**config.mk**
```make
export PLATFORM = sky130hd
export DESIGN_NAME = div_unit
export DESIGN_NICKNAME = d
export VERILOG_FILES = /design/src/rtl/rv32m_pkg.sv /design/src/rtl/div_step.sv /design/src/rtl/div_unit.sv
export SDC_FILE = /design/constraint.sdc
export NUM_CORES = 1
export LEC_CHECK = 0
export ABC_AREA = 1
export CORE_UTILIZATION = 37
export CTS_CLUSTER_DIAMETER = 80
export DETAILED_ROUTE_END_ITERATION = 7
export GPL_TIMING_DRIVEN = 0
export PLACE_DENSITY = 0.56
export SKIP_LAST_GASP = 1
export SYNTH_ARGS = -nofsm -noshare
export SYNTH_HDL_FRONTEND = slang
export SYNTH_HIERARCHICAL = 1
export SYNTH_SLANG_ARGS = --single-unit
export TNS_END_PERCENT = 100
```
**constraint.sdc**
```tcl
create_clock -name clk -period 2.65 [get_ports clk]
set_input_delay 0.3975 -clock clk [delete_from_list [all_inputs] [get_ports clk]]
set_output_delay 0.3975 -clock clk [all_outputs]
set_load 0.005 [all_outputs]
```
**src/rtl/rv32m_pkg.sv**
```systemverilog
`default_nettype none
// ============================================================================
// Module      : rv32m_pkg
// Description : Definitions shared by the RV32M divide/remainder unit:
//               funct3[1:0] operation encodings, FSM state enum and the
//               32-bit special-case constants.
// Revision    : 1.0  initial release
// ============================================================================
package rv32m_pkg;

    // funct3[1:0] of the M-extension divide group.
    // Bit 1 selects remainder, bit 0 selects unsigned.
    localparam logic [1:0] DIV_OP  = 2'b00;
    localparam logic [1:0] DIVU_OP = 2'b01;
    localparam logic [1:0] REM_OP  = 2'b10;
    localparam logic [1:0] REMU_OP = 2'b11;

    typedef enum logic [1:0] {
        IDLE = 2'd0,
        CALC = 2'd1,
        FIX  = 2'd2,
        DONE = 2'd3
    } state_t;

    localparam logic [31:0] INT_MIN  = 32'h8000_0000;
    localparam logic [31:0] ALL_ONES = 32'hFFFF_FFFF;

endpackage : rv32m_pkg
`default_nettype wire

```
**src/rtl/div_step.sv**
```systemverilog
`default_nettype none
// ============================================================================
// Module      : div_step
// Description : One combinational restoring-division iteration. Shifts the
//               {rem, quo} pair left by one bit, trial-subtracts the divisor
//               and keeps the difference when it does not borrow. The freed
//               quotient LSB receives the new quotient bit.
// Ports       : rem_i      WIDTH+1  partial remainder
//               quo_i      WIDTH    dividend bits not yet consumed / quotient
//               divisor_i  WIDTH    divisor magnitude
//               rem_o      WIDTH+1  next partial remainder
//               quo_o      WIDTH    next quotient shift register
// Revision    : 1.0  initial release
// ============================================================================
module div_step #(
    parameter int WIDTH = 32
) (
    input  logic [WIDTH:0]   rem_i,
    input  logic [WIDTH-1:0] quo_i,
    input  logic [WIDTH-1:0] divisor_i,
    output logic [WIDTH:0]   rem_o,
    output logic [WIDTH-1:0] quo_o
);

    // One extra bit above the shifted remainder so the subtract borrow
    // lands in the MSB of the difference.
    logic [WIDTH+1:0] w_shifted;
    logic [WIDTH+1:0] w_diff;
    logic             w_fits;

    always_comb begin
        w_shifted = {rem_i, quo_i[WIDTH-1]};
        w_diff    = w_shifted - {2'b00, divisor_i};
        w_fits    = ~w_diff[WIDTH+1];
        rem_o     = w_fits ? w_diff[WIDTH:0] : w_shifted[WIDTH:0];
        quo_o     = {quo_i[WIDTH-2:0], w_fits};
    end

endmodule : div_step
`default_nettype wire

```
**src/rtl/div_unit.sv**
```systemverilog
`default_nettype none
// ============================================================================
// Module      : div_unit
// Description : Iterative RV32M DIV/DIVU/REM/REMU unit. Restoring
//               shift-subtract, one quotient bit per cycle, with RISC-V
//               divide-by-zero and signed-overflow semantics. Signed
//               operands are reduced to magnitudes at accept time and the
//               sign is restored in a single FIX cycle.
// Ports       : clk     in   clock, rising edge
//               reset   in   synchronous active-high reset
//               start   in   request, honoured only when not busy
//               op      in   funct3[1:0]: 00 DIV, 01 DIVU, 10 REM, 11 REMU
//               A       in   dividend (rs1)
//               B       in   divisor  (rs2)
//               busy    out  iteration in progress, pipeline stall
//               done    out  one-cycle pulse, result valid
//               result  out  quotient/remainder, held until next result
// Revision    : 1.0  initial release
// ============================================================================
module div_unit
    import rv32m_pkg::*;
#(
    parameter int WIDTH = 32
) (
    input  logic             clk,
    input  logic             reset,
    input  logic             start,
    input  logic [1:0]       op,
    input  logic [WIDTH-1:0] A,
    input  logic [WIDTH-1:0] B,
    output logic             busy,
    output logic             done,
    output logic [WIDTH-1:0] result
);

    localparam int               CNT_W     = $clog2(WIDTH + 1);
    localparam logic [WIDTH-1:0] c_int_min = {1'b1, {(WIDTH-1){1'b0}}};

    state_t           state_q;
    logic             busy_q;
    logic             done_q;
    logic [WIDTH-1:0] result_q;
    logic [CNT_W-1:0] count_q;
    logic [WIDTH:0]   rem_q;
    logic [WIDTH-1:0] quo_q;
    logic [WIDTH-1:0] div_q;
    logic             is_rem_q;
    logic             sign_a_q;
    logic             sign_b_q;

    logic [WIDTH:0]   rem_d;
    logic [WIDTH-1:0] quo_d;
    logic [WIDTH-1:0] result_d;

    logic             w_signed;
    logic             w_sign_a;
    logic             w_sign_b;
    logic [WIDTH-1:0] w_mag_a;
    logic [WIDTH-1:0] w_mag_b;
    logic             w_div_zero;
    logic             w_overflow;
    logic [WIDTH-1:0] w_quo_fix;
    logic [WIDTH-1:0] w_rem_fix;

    // Accept-time decode. Sign flags are forced low for unsigned ops so the
    // FIX stage needs no knowledge of signedness.
    always_comb begin
        w_signed   = ~op[0];
        w_sign_a   = w_signed & A[WIDTH-1];
        w_sign_b   = w_signed & B[WIDTH-1];
        // |INT_MIN| wraps to INT_MIN, which is the correct unsigned magnitude.
        w_mag_a    = w_sign_a ? -A : A;
        w_mag_b    = w_sign_b ? -B : B;
        w_div_zero = (B == '0);
        w_overflow = w_signed & (A == c_int_min) & (B == '1);
    end

    div_step #(
        .WIDTH     (WIDTH)
    ) u_div_step (
        .rem_i     (rem_q),
        .quo_i     (quo_q),
        .divisor_i (div_q),
        .rem_o     (rem_d),
        .quo_o     (quo_d)
    );

    // Quotient negated when operand signs differ; remainder follows A.
    always_comb begin
        w_quo_fix = (sign_a_q ^ sign_b_q) ? -quo_q : quo_q;
        w_rem_fix = sign_a_q ? -rem_q[WIDTH-1:0] : rem_q[WIDTH-1:0];
        result_d  = is_rem_q ? w_rem_fix : w_quo_fix;
    end

    always_ff @(posedge clk) begin
        if (reset) begin
            state_q  <= IDLE;
            busy_q   <= 1'b0;
            done_q   <= 1'b0;
            result_q <= '0;
            count_q  <= '0;
            rem_q    <= '0;
            quo_q    <= '0;
            div_q    <= '0;
            is_rem_q <= 1'b0;
            sign_a_q <= 1'b0;
            sign_b_q <= 1'b0;
        end else begin
            done_q <= 1'b0;
            case (state_q)
                // DONE accepts a new request exactly like IDLE so results can
                // be issued back to back.
                IDLE, DONE: begin
                    state_q <= IDLE;
                    if (start) begin
                        is_rem_q <= op[1];
                        sign_a_q <= w_sign_a;
                        sign_b_q <= w_sign_b;
                        quo_q    <= w_mag_a;
                        div_q    <= w_mag_b;
                        rem_q    <= '0;
                        count_q  <= CNT_W'(WIDTH);
                        if (w_div_zero) begin
                            result_q <= op[1] ? A : '1;
                            done_q   <= 1'b1;
                            state_q  <= DONE;
                        end else if (w_overflow) begin
                            result_q <= op[1] ? '0 : c_int_min;
                            done_q   <= 1'b1;
                            state_q  <= DONE;
                        end else begin
                            busy_q  <= 1'b1;
                            state_q <= CALC;
                        end
                    end
                end
                CALC: begin
                    rem_q   <= rem_d;
                    quo_q   <= quo_d;
                    count_q <= count_q - CNT_W'(1);
                    if (count_q == CNT_W'(1)) begin
                        state_q <= FIX;
                    end
                end
                FIX: begin
                    result_q <= result_d;
                    busy_q   <= 1'b0;
                    done_q   <= 1'b1;
                    state_q  <= DONE;
                end
                default: begin
                    state_q <= IDLE;
                    busy_q  <= 1'b0;
                end
            endcase
        end
    end

    assign busy   = busy_q;
    assign done   = done_q;
    assign result = result_q;

endmodule : div_unit
`default_nettype wire

```
## Word level (Yosys, flattened, before mapping)

Cells that the tools add are included.

| storage, ports and cells | value |
|---|---|
| bits in registers | 142 |

| operators by class | value |
|---|---|
| add/sub/neg operators | 6 |
| mux-type cells | 31 |
| equality and inequality tests | 11 |
| bitwise gates (word level) | 7 |
| reduce and logical (&&, ||, !) cells | 9 |

Operator list:

| cell | number |
|---|---|
| two-way mux 32 bit | 11 |
| negation 32 bit | 4 |
| one-hot mux 32 bit (2 select lines) | 2 |
| two-way mux 33 bit | 2 |
| one-hot mux 33 bit (2 select lines) | 1 |
| equality test 32 bit (second input constant) | 2 |
| subtractor 34 x 32 -> 34 bit | 1 |
| logical NOT 32 bit | 1 |
| one-hot mux 6 bit (2 select lines) | 1 |
| two-way mux 2 bit | 4 |
| inequality test 2 bit (second input constant) | 4 |
| equality test 6 x 1 -> 1 bit (second input constant) | 1 |
| two-way mux 1 bit | 6 |
| two-way mux 6 bit | 1 |
| one-hot mux 2 bit (3 select lines) | 1 |
| subtractor 6 x 1 -> 6 bit (second input constant) | 1 |
| AND 1 bit | 4 |
| equality test 2 bit (second input constant) | 2 |
| one-hot mux 1 bit (2 select lines) | 2 |
| AND reduction 2 bit | 2 |
| AND reduction 4 bit | 1 |
| nonzero test 2 bit | 2 |
| inequality test 3 bit (second input constant) | 1 |
| AND reduction 3 bit | 1 |
| 5 further kinds | 6 |

## Longest topological paths before layout

Gate-level depths: netlist (run 1).

| logic depth | value |
|---|---|
| word-level depth | 7 |
| mapped depth | 18 |

## Hierarchy

Netlist (run 1), hierarchy kept.

Modules (own cells, without submodules):

| module | cells each | area each (µm²) | times used | sequential area each (µm²) |
|---|---|---|---|---|
| div_unit | 1612 | 9828.2 | 1 | 2842.7 |
| div_step | 753 | 4050.1 | 1 | 0.0 |

## Worst setup path before layout (run 1)

Ideal clock, no wire load.

| timing path | value |
|---|---|
| kind | flip-flop to flip-flop |
| start point | register quo_q[31] |
| end point | register rem_q[28] |
| data arrival time | 2.049 ns |
| data required time | 2.564 ns |
| library setup time | 0.086 ns |
| slack | 0.515 ns |
| stages on the path, launching flop included | 18 |
| cell sequence | dfxtp_1 > inv_1 > ha_1 > fa_1 > inv_1 > nand2_1 > nand2_1 > and2_1 > nand2_1 > nand2_1 > nand2_1 > nand2_1 > nand2_1 > nand2_1 > nand3_2 > nand2_1 > a21oi_1 > a211oi_1 |

| between the ends | value |
|---|---|
| word-level cells in the longest chain between the ends | 3 |

RTL lines:

| what | line | text |
|---|---|---|
| start, declared | div_unit.sv:45 | `logic [WIDTH-1:0] quo_q;` |
| start signal, assigned | div_unit.sv:119 | `quo_q <= w_mag_a;` |
| start signal, assigned | div_unit.sv:139 | `quo_q <= quo_d;` |
| subtractor 34 x 32 -> 34 bit | div_step.sv:33 | `w_diff = w_shifted - {2'b00, divisor_i};` |
| two-way mux 33 bit | div_step.sv:35 | `rem_o = w_fits ? w_diff[WIDTH:0] : w_shifted[WIDTH:0];` |
| net rem_d[28] | div_unit.sv:51 | `logic [WIDTH:0] rem_d;` |
| one-hot mux 33 bit (2 select lines) | div_unit.sv:110 | `case (state_q)` |
| end signal, assigned | div_unit.sv:138 | `rem_q <= rem_d;` |
| end, declared | div_unit.sv:44 | `logic [WIDTH:0] rem_q;` |

The timed path passes the listed nets, and every way through them passes these cells.
A chain may end at the register's enable or synchronous reset.

## Final worst setup path (run 1)

| timing path | value |
|---|---|
| start point | input port B[0] |
| end point | register result_q[25], in the netlist result[25] |

| between the ends | value |
|---|---|
| word-level cells in the longest chain between the ends | 4 |

RTL lines:

| what | line | text |
|---|---|---|
| start, declared | div_unit.sv:30 | `input logic [WIDTH-1:0] B,` |
| equality test 32 bit / logical NOT 32 bit (equally long branches) | div_unit.sv:75, div_unit.sv:74 |  |
| AND 1 bit / two-way mux 32 bit (equally long branches) | div_unit.sv:75, div_unit.sv:123 |  |
| inequality test 3 bit (no line) / two-way mux 32 bit (equally long branches) | -- |  |
| AND reduction 3 bit (no line) / one-hot mux 32 bit (2 select lines) (equally long branches) | -- |  |
| end signal, assigned | div_unit.sv:124 | `result_q <= op[1] ? A : '1;` |
| end signal, assigned | div_unit.sv:128 | `result_q <= op[1] ? '0 : c_int_min;` |
| end signal, assigned | div_unit.sv:146 | `result_q <= result_d;` |
| end, declared | div_unit.sv:42 | `logic [WIDTH-1:0] result_q;` |

Parallel ways exist; a longest one is shown, timed or not. The select of a mux whose other input is x is not followed.

==> results.md, run 1 <==
* Status: finished, final reports clean
* DRC at 0
* Internal power at 10700 uW
* Nets at 2601
* Primary FF master, synth: dfxtp_1
* Die Y at 196 um
* Cell Pwr Density at 1540 mW/mm^2
* WP data required at 3.04 ns
* Fin. Hold Viols at 0
* Headroom to the max-slew limit at 35.3%
* Worst-path cell chain: clkdlybuf4s50_1 -> inv_1 -> ha_1 -> nand2_1 -> nor2_2 -> nand4_4 -> nand2_1 -> inv_1 -> a21oi_1 -> nand2_1 -> a21oi_2
* P_sw at 14400 uW
* Hold buffer count at cts at 0
* Fraction of layout cells with a size suffix above 1 at 11.5%
* Synthesized Nets at 2476
* Wirelength per Cell at 18.9 um
* DR pass1 iterations at 5
* Post-DRT Antenna Nets at 0
* Area Growth Syn to Fin at 17.5%
* Slowest CP cell: a21oi_1
* Critical path class: primary input to register
* Crit-path max FO at 8
* CP endpoint kind: register
* Peak supply drop at 0.000689 V
* Worst Max-Slew Pin Slew at 0.967 ns
* Via count at 15597
* Max clock buf depth at 2
* Vias in the first global route at 14274
* DRT iter0 DRCs at 1147
* Avg Vias per Cell at 5.25
* Die Area at 0.0383 mm^2
* Fillers at 4125
* Comb pwr share at 74.6%
* Commonest cells post-synth: 612 x nand2_1, 320 x inv_1, 254 x nor2_1
* Worst Skew at 0.0125 ns
* Register area at 0.00287 mm^2
* First-pass GRT wire length at 85000 um
* Crit share post-route at 98.0%
* Clk sinks at 142
* Die X at 196 um
* Largest net degree at the start of global routing at 17
* Leading area contributor after synthesis: dfxtp_1
* Final Cell Area at 0.0163 mm^2
* Total routed wirelength at 56100 um
* Initial Util at 37.7%
* #FFs+latches synth at 142
* Worst-path clk slew at 0.07 ns
* Number of synthesized flops with an enable pin at 0
* Row count at 70
* Gr usage total at 29.5%
* RSZ-0062 raised after global routing: yes
* Unique masters post-synth at 55
* Leakage power at 0.00772 uW
* # IOs at 103
* Syn. warnings at 6
* Sequential power share at 16.2%
* Hold Crit Class: register to register
* Root Driver: clkbuf_16
* Dpl cell area at 0.0155 mm^2
* Most used cell along the critical path: nand2_1
* CTS tree: done
* Synth async-reset ratio at 0%
* CP startpoint kind: primary input
* Insertion delay to the later sink of the worst-skew pair at 0.46 ns
* Final core utilization at 44.3%
* Minimum clock period at 2.60 ns
* Initial antenna violation count at 0
* Slew Limit Fails at 0
* DPL Wire Length at 46400 um
* # diodes at 0
* Synth Instances at 2365
* Total power at 25100 uW
* Sequential-to-total area share from yosys stat at 20.5%
* H-tree lvl count at 4
* Top cells by area, synth: dfxtp_1 20%, nand2_1 17%, inv_1 8.7%, nand3_1 7.3%, nor2_1 6.9%
* Most numerous cell in the Yosys netlist: nand2_1
* Fmax at 0.385 GHz
* Number of buffers created by CTS at 17
* Critical path arrival at 2.98 ns
* Setup-failing EPs final at 0
* Combined area of the multi-input logic cells at 0.00922 mm^2
* Max cap viols at 0
* Post-synth top area share at 20.5%
* Core area at 0.0368 mm^2
* Clk pwr share at 9.3%
* Sw frac at 57.4%
* Crit-path max cell delay at 0.55 ns
* Mapped cell area at 0.0139 mm^2
* Syn avg cell area at 5.87 um^2
* Grt ovf at 0
* # port buffers at 102
* Routability cong. at 0.978
## power groups by stage
stage          Combinational [uW]  Sequential (uW)  Clock [uW]
2_1_floorplan               13200             3560           0
3_3_place_gp                17700             4010           0
3_5_place_dp                17900             4030           0
4_1_cts                     18000             3990        2360
5_1_grt                     20800             4150        2460
6_report                    18700             4060        2330
## cell usage in the layout (no fill, tap or decap), drive strengths merged, types with 2 or more instances in the layout
| cell | netlist | layout |
|---|---|---|
| o221ai | 4 | 4 |
| and3 | 3 | 3 |
| dfxtp | 142 | 142 |
| inv | 333 | 336 |
| nand3b | 9 | 9 |
| xor2 | 39 | 39 |
| nand2 | 633 | 633 |
| clkinv | 4 | 9 |
| ha | 41 | 41 |
| a21o | 3 | 3 |
| a221oi | 2 | 2 |
| o21ai | 179 | 179 |
| clkdlybuf4s50 | 0 | 102 |
| clkbuf | 55 | 75 |
| or2 | 10 | 10 |
| and2 | 11 | 11 |
| nor2 | 263 | 263 |
| o211ai | 12 | 12 |
| a211oi | 33 | 33 |
| nor3 | 23 | 23 |
| buf | 68 | 71 |
| a31oi | 7 | 7 |
| a21oi | 187 | 187 |
| xnor2 | 10 | 10 |
| nand4 | 24 | 24 |
| nand3 | 258 | 258 |
| clkinvlp | 0 | 3 |
| o21bai | 3 | 3 |
| o22ai | 2 | 2 |
| nor4 | 2 | 2 |
## metrics by stage
step	hold WS [ns]	std cells	worst slack, ns	setup TNS, ns
after floorplan	0.444	2365	0.515	0
after global placement	0.453	2935	-0.388	-16.52
after detailed placement	0.458	2935	-0.405	-16.87
after CTS	0.471	2966	-0.116	-0.116
after global routing	0.486	2970	-0.0516	-0.117
final	0.462	2970	0.0525	0
## cell families after synthesis
logic type,count (synthesis),share of synthesized area (%)
flip-flops,142,20.5
XOR/XNOR,49,3.09
AND/OR/NAND/NOR,1236,40.6
buffers and inverters,460,14.5
AO/OA/AOI/OAI,436,17.5
adder cells (fa/ha/maj),42,3.84
## metal layers
metal | share of wire, % | vias to the layer above | GRT usage, %
li1 | - | 7871 | -
met1 | 50 | 7152 | 43.0
met2 | 41 | 511 | 42.8
met3 | 7.5 | 63 | 6.86
met4 | 2.3 | 0 | 8.25
met5 | 0 | - | 0
## layout make-up
| class | count | area share, % |
|---|---|---|
| Multi-Input combinational cell | 1763 | 56.6 |
| Sequential cell | 142 | 17.6 |
| Inverter | 337 | 7.76 |
| Timing Repair Buffer | 106 | 6.45 |
| Buffer | 123 | 4.64 |
| Tap cell | 468 | 3.59 |
| Clock buffer | 19 | 2.72 |
| Clock inverter | 12 | 0.683 |
## state kept, by name, indices dropped and copies added, names as in the netlist
register,flops
rem_q,33
div_q,32
quo_q,32
result,32
count_q,6
state_q,2
busy,1
done,1
is_rem_q,1
sign_a_q,1
sign_b_q,1
## final timing paths
check / from / to / slack, ns / cells after the start
max: B[0] / result[25] / 0.05 / 11
min: busy / busy / 0.46 / 2
max reg2reg: quo_q[31] / rem_q[28] / 0.13 / 17
min reg2reg: busy / busy / 0.46 / 2
## timing repair
action | CTS | global route
buffers inserted | 0 | 4
endpoints found under the setup margin | 45 | 52
cloned | 0 | 0
pin swaps | 0 | 5
endpoints found under the hold margin | 0 | 0
resized for setup | 4 | 69
## critical path, delay by kind of cell
family          cells  cell delay (ns)
fa+ha+maj           1             0.19
compound gates      2             0.68
simple gates        5             0.97
buf+inv             3             0.73
(Power assumes the default switching activity.)
==> inputs of run 2 (changes only) <==
--- a/config.mk
+++ b/config.mk
@@ -6,10 +6,12 @@
 export NUM_CORES = 1
 export LEC_CHECK = 0
 export ABC_AREA = 1
+export CORE_MARGIN = 4
 export CORE_UTILIZATION = 37
 export CTS_CLUSTER_DIAMETER = 80
 export DETAILED_ROUTE_END_ITERATION = 7
 export GPL_TIMING_DRIVEN = 0
+export MAX_ROUTING_LAYER = met4
 export PLACE_DENSITY = 0.56
 export SKIP_LAST_GASP = 1
 export SYNTH_ARGS = -nofsm -noshare
==> results.md, run 2 (synthesized netlist as in run 1, its figures left out) <==
* Worst Max-Slew Pin Slew at 0.896 ns (was 0.967 ns)
* Core area at 0.0368 mm^2 (unchanged)
* Number of buffers created by CTS at 17 (unchanged)
* CP endpoint kind: register (unchanged)
* Slew Limit Fails at 0 (unchanged)
* Biggest register: rem_q (unchanged)
* Cell Pwr Density at 1550 mW/mm^2 (was 1540 mW/mm^2)
* RSZ-0062 raised after global routing: yes (unchanged)
* Dpl cell area at 0.0155 mm^2 (unchanged)
* # IOs at 103 (unchanged)
* Most used cell along the critical path: nand2_1 (unchanged)
* Headroom to the max-slew limit at 40.0% (was 35.3%)
* Largest net degree at the start of global routing at 17 (unchanged)
* Critical path arrival at 2.90 ns (was 2.98 ns)
* Post-Route M1 WL at 27000 um (was 27800 um)
* Sequential power share at 16.0% (was 16.2%)
* CP startpoint kind: primary input (unchanged)
* Crit share post-route at 94.9% (was 98.0%)
* Leakage power at 0.00777 uW (was 0.00772 uW)
* Peak supply drop at 0.000733 V (was 0.000689 V)
* Max cap viols at 0 (unchanged)
* Row count at 70 (unchanged)
* CTS tree: done (unchanged)
* H-tree lvl count at 4 (unchanged)
* Insertion delay to the later sink of the worst-skew pair at 0.44 ns (was 0.46 ns)
* Final worst slack at 0.134 ns (was 0.0525 ns)
* Number of flip-flops in the largest register at 33 (unchanged)
* Final std cells w/o fill at 2967 (was 2970)
* Sw frac at 56.1% (was 57.4%)
* Die X at 202 um (was 196 um)
* Fraction of layout cells with a size suffix above 1 at 11.1% (was 11.5%)
* Grt ovf at 0 (unchanged)
* Placed insts at 2935 (unchanged)
* WP data required at 3.03 ns (was 3.04 ns)
* DPL Wire Length at 46200 um (was 46400 um)
* Max layer used: met4 (unchanged)
* Slowest CP cell: a21oi_1 (unchanged)
* Via count at 15603 (was 15597)
* Die Area at 0.0407 mm^2 (was 0.0383 mm^2)
* Most frequent cells in the layout: 606 x nand2_1, 316 x inv_1, 251 x nor2_1, 203 x nand3_1, 173 x a21oi_1 (was 605 x nand2_1, 315 x inv_1, 247 x nor2_1, 203 x nand3_1, 172 x a21oi_1)
* DRT iter0 DRCs at 1273 (was 1147)
* Routability cong. at 0.977 (was 0.978)
* Crit-path max FO at 8 (unchanged)
* DR pass1 iterations at 5 (unchanged)
* Clk pwr share at 10.6% (was 9.3%)
* Max clock buf depth at 2 (unchanged)
* Fmax at 0.397 GHz (was 0.385 GHz)
* Total routed wirelength at 55700 um (was 56100 um)
* Area Growth Syn to Fin at 18.1% (was 17.5%)
* Root Driver: clkbuf_16 (unchanged)
* Met2 Wirelength at 23700 um (was 22900 um)
* Status: finished, final reports clean (unchanged)
* Crit-path max cell delay at 0.53 ns (was 0.55 ns)
* Clk sinks at 142 (unchanged)
* # port buffers at 102 (unchanged)
* Setup-failing EPs final at 0 (unchanged)
* Hold Crit Class: register to register (unchanged)
* Commonest non-fill, non-tap cell in the layout: nand2_1 (unchanged)
* DRC at 0 (unchanged)
* Minimum clock period at 2.52 ns (was 2.60 ns)
* # diodes at 0 (unchanged)
* P_sw at 14200 uW (was 14400 uW)
* Worst-path clk slew at 0.06 ns (was 0.07 ns)
* Die Y at 202 um (was 196 um)
* Initial Util at 37.7% (unchanged)
* Fin. Hold Viols at 0 (unchanged)
* Comb pwr share at 73.4% (was 74.6%)
* Internal power at 11100 uW (was 10700 uW)
* Metal3 WL at 4180 um (was 4190 um)
* Post-DRT Antenna Nets at 0 (unchanged)
* Hold buffer count at cts at 0 (unchanged)
* CP bufs+invs at 3 (unchanged)
* Total power at 25400 uW (was 25100 uW)
* Critical path class: primary input to register (unchanged)
* Final Cell Area at 0.0164 mm^2 (was 0.0163 mm^2)
* Worst-path cell chain: clkdlybuf4s50_1 -> inv_1 -> ha_1 -> nand2_1 -> nor2_4 -> nand4_4 -> nand2_1 -> inv_1 -> a21oi_1 -> nand2_1 -> a21oi_2 (was clkdlybuf4s50_1 -> inv_1 -> ha_1 -> nand2_1 -> nor2_2 -> nand4_4 -> nand2_1 -> inv_1 -> a21oi_1 -> nand2_1 -> a21oi_2)
* Top delay family on crit path: simple AND/OR/NAND/NOR gates (unchanged)
* Nets at 2599 (was 2601)
* Worst Skew at 0.00884 ns (was 0.0125 ns)
* First-pass GRT wire length at 84700 um (was 85000 um)
* Vias in the first global route at 14461 (was 14274)
* Setup Slack @ Placement at -0.341 ns (was -0.405 ns)
* Gr usage total at 27.5% (was 29.5%)
* Hold slack at 0.468 ns (was 0.462 ns)
* Initial antenna violation count at 0 (unchanged)
* Avg Vias per Cell at 5.26 (was 5.25)
* Wirelength per Cell at 18.8 um (was 18.9 um)
## run 2: final timing paths
path / startpoint / endpoint / slack (ns) / cells past startpoint
worst max-delay path: B[0] / result[28] / 0.13 / 11
worst max register to register: div_q[17] / rem_q[18] / 0.19 / 14
worst min-delay path: result[29] / result[29] / 0.47 / 2
worst min register to register: result[29] / result[29] / 0.47 / 2
## run 2: layer usage
layer | up-vias | GRT usage [%]
li1 | 7870 | -
met1 | 7181 | 39.5
met2 | 509 | 40.3
met3 | 43 | 4.95
met4 | 0 | 5.59
met5 | - | -
## run 2: cell type report
cell class	instances	area [um^2]
Fill cell	4047	20400
Clock buffer	19	453
Multi-Input combinational cell	1763	9230
Clock inverter	11	190
Inverter	337	1260
Tap cell	468	586
Timing Repair Buffer	104	1040
Buffer	123	761
Sequential cell	142	2870
## run 2: what timing repair did
action	4_1_cts	5_1_grt
pin swaps	0	4
setup buffers	0	2
setup endpoints to repair	38	49
resized for setup	3	66
## run 2: tightest hold or removal path: cells and delay by family, from the launching register on
family / cells / cell delay [ns]
AOI/OAI and AO/OA: 1 / 0.06
and+or+nand+nor: 1 / 0.06
DFF: 1 / 0.31
## run 2: per-stage QoR
step | util, % | TNS (ns)
floorplan | - | 0
global placement | 42.1 | -12.29
detailed placement | 42.1 | -14.94
CTS | 43.9 | -0.0713
global route | 44.6 | -0.0404
finish | 44.6 | 0
## run 2: power by group through the flow
stage / clock, uW / sequential (uW) / combinational, uW
2_1_floorplan: 0 / 3560 / 13200
3_3_place_gp: 0 / 3990 / 17700
3_5_place_dp: 0 / 4010 / 17800
4_1_cts: 2740 / 3980 / 18000
5_1_grt: 2820 / 4150 / 20800
6_report: 2700 / 4050 / 18600
==> inputs of run 3 (changes only) <==
--- a/config.mk
+++ b/config.mk
@@ -6,6 +6,7 @@
 export NUM_CORES = 1
 export LEC_CHECK = 0
 export ABC_AREA = 1
+export ABC_CLOCK_PERIOD_IN_PS = 2650
 export CORE_MARGIN = 4
 export CORE_UTILIZATION = 37
 export CTS_CLUSTER_DIAMETER = 80
==> results of run 3 <==
The final DEF is identical to that of run 2; final timing and power are the same.
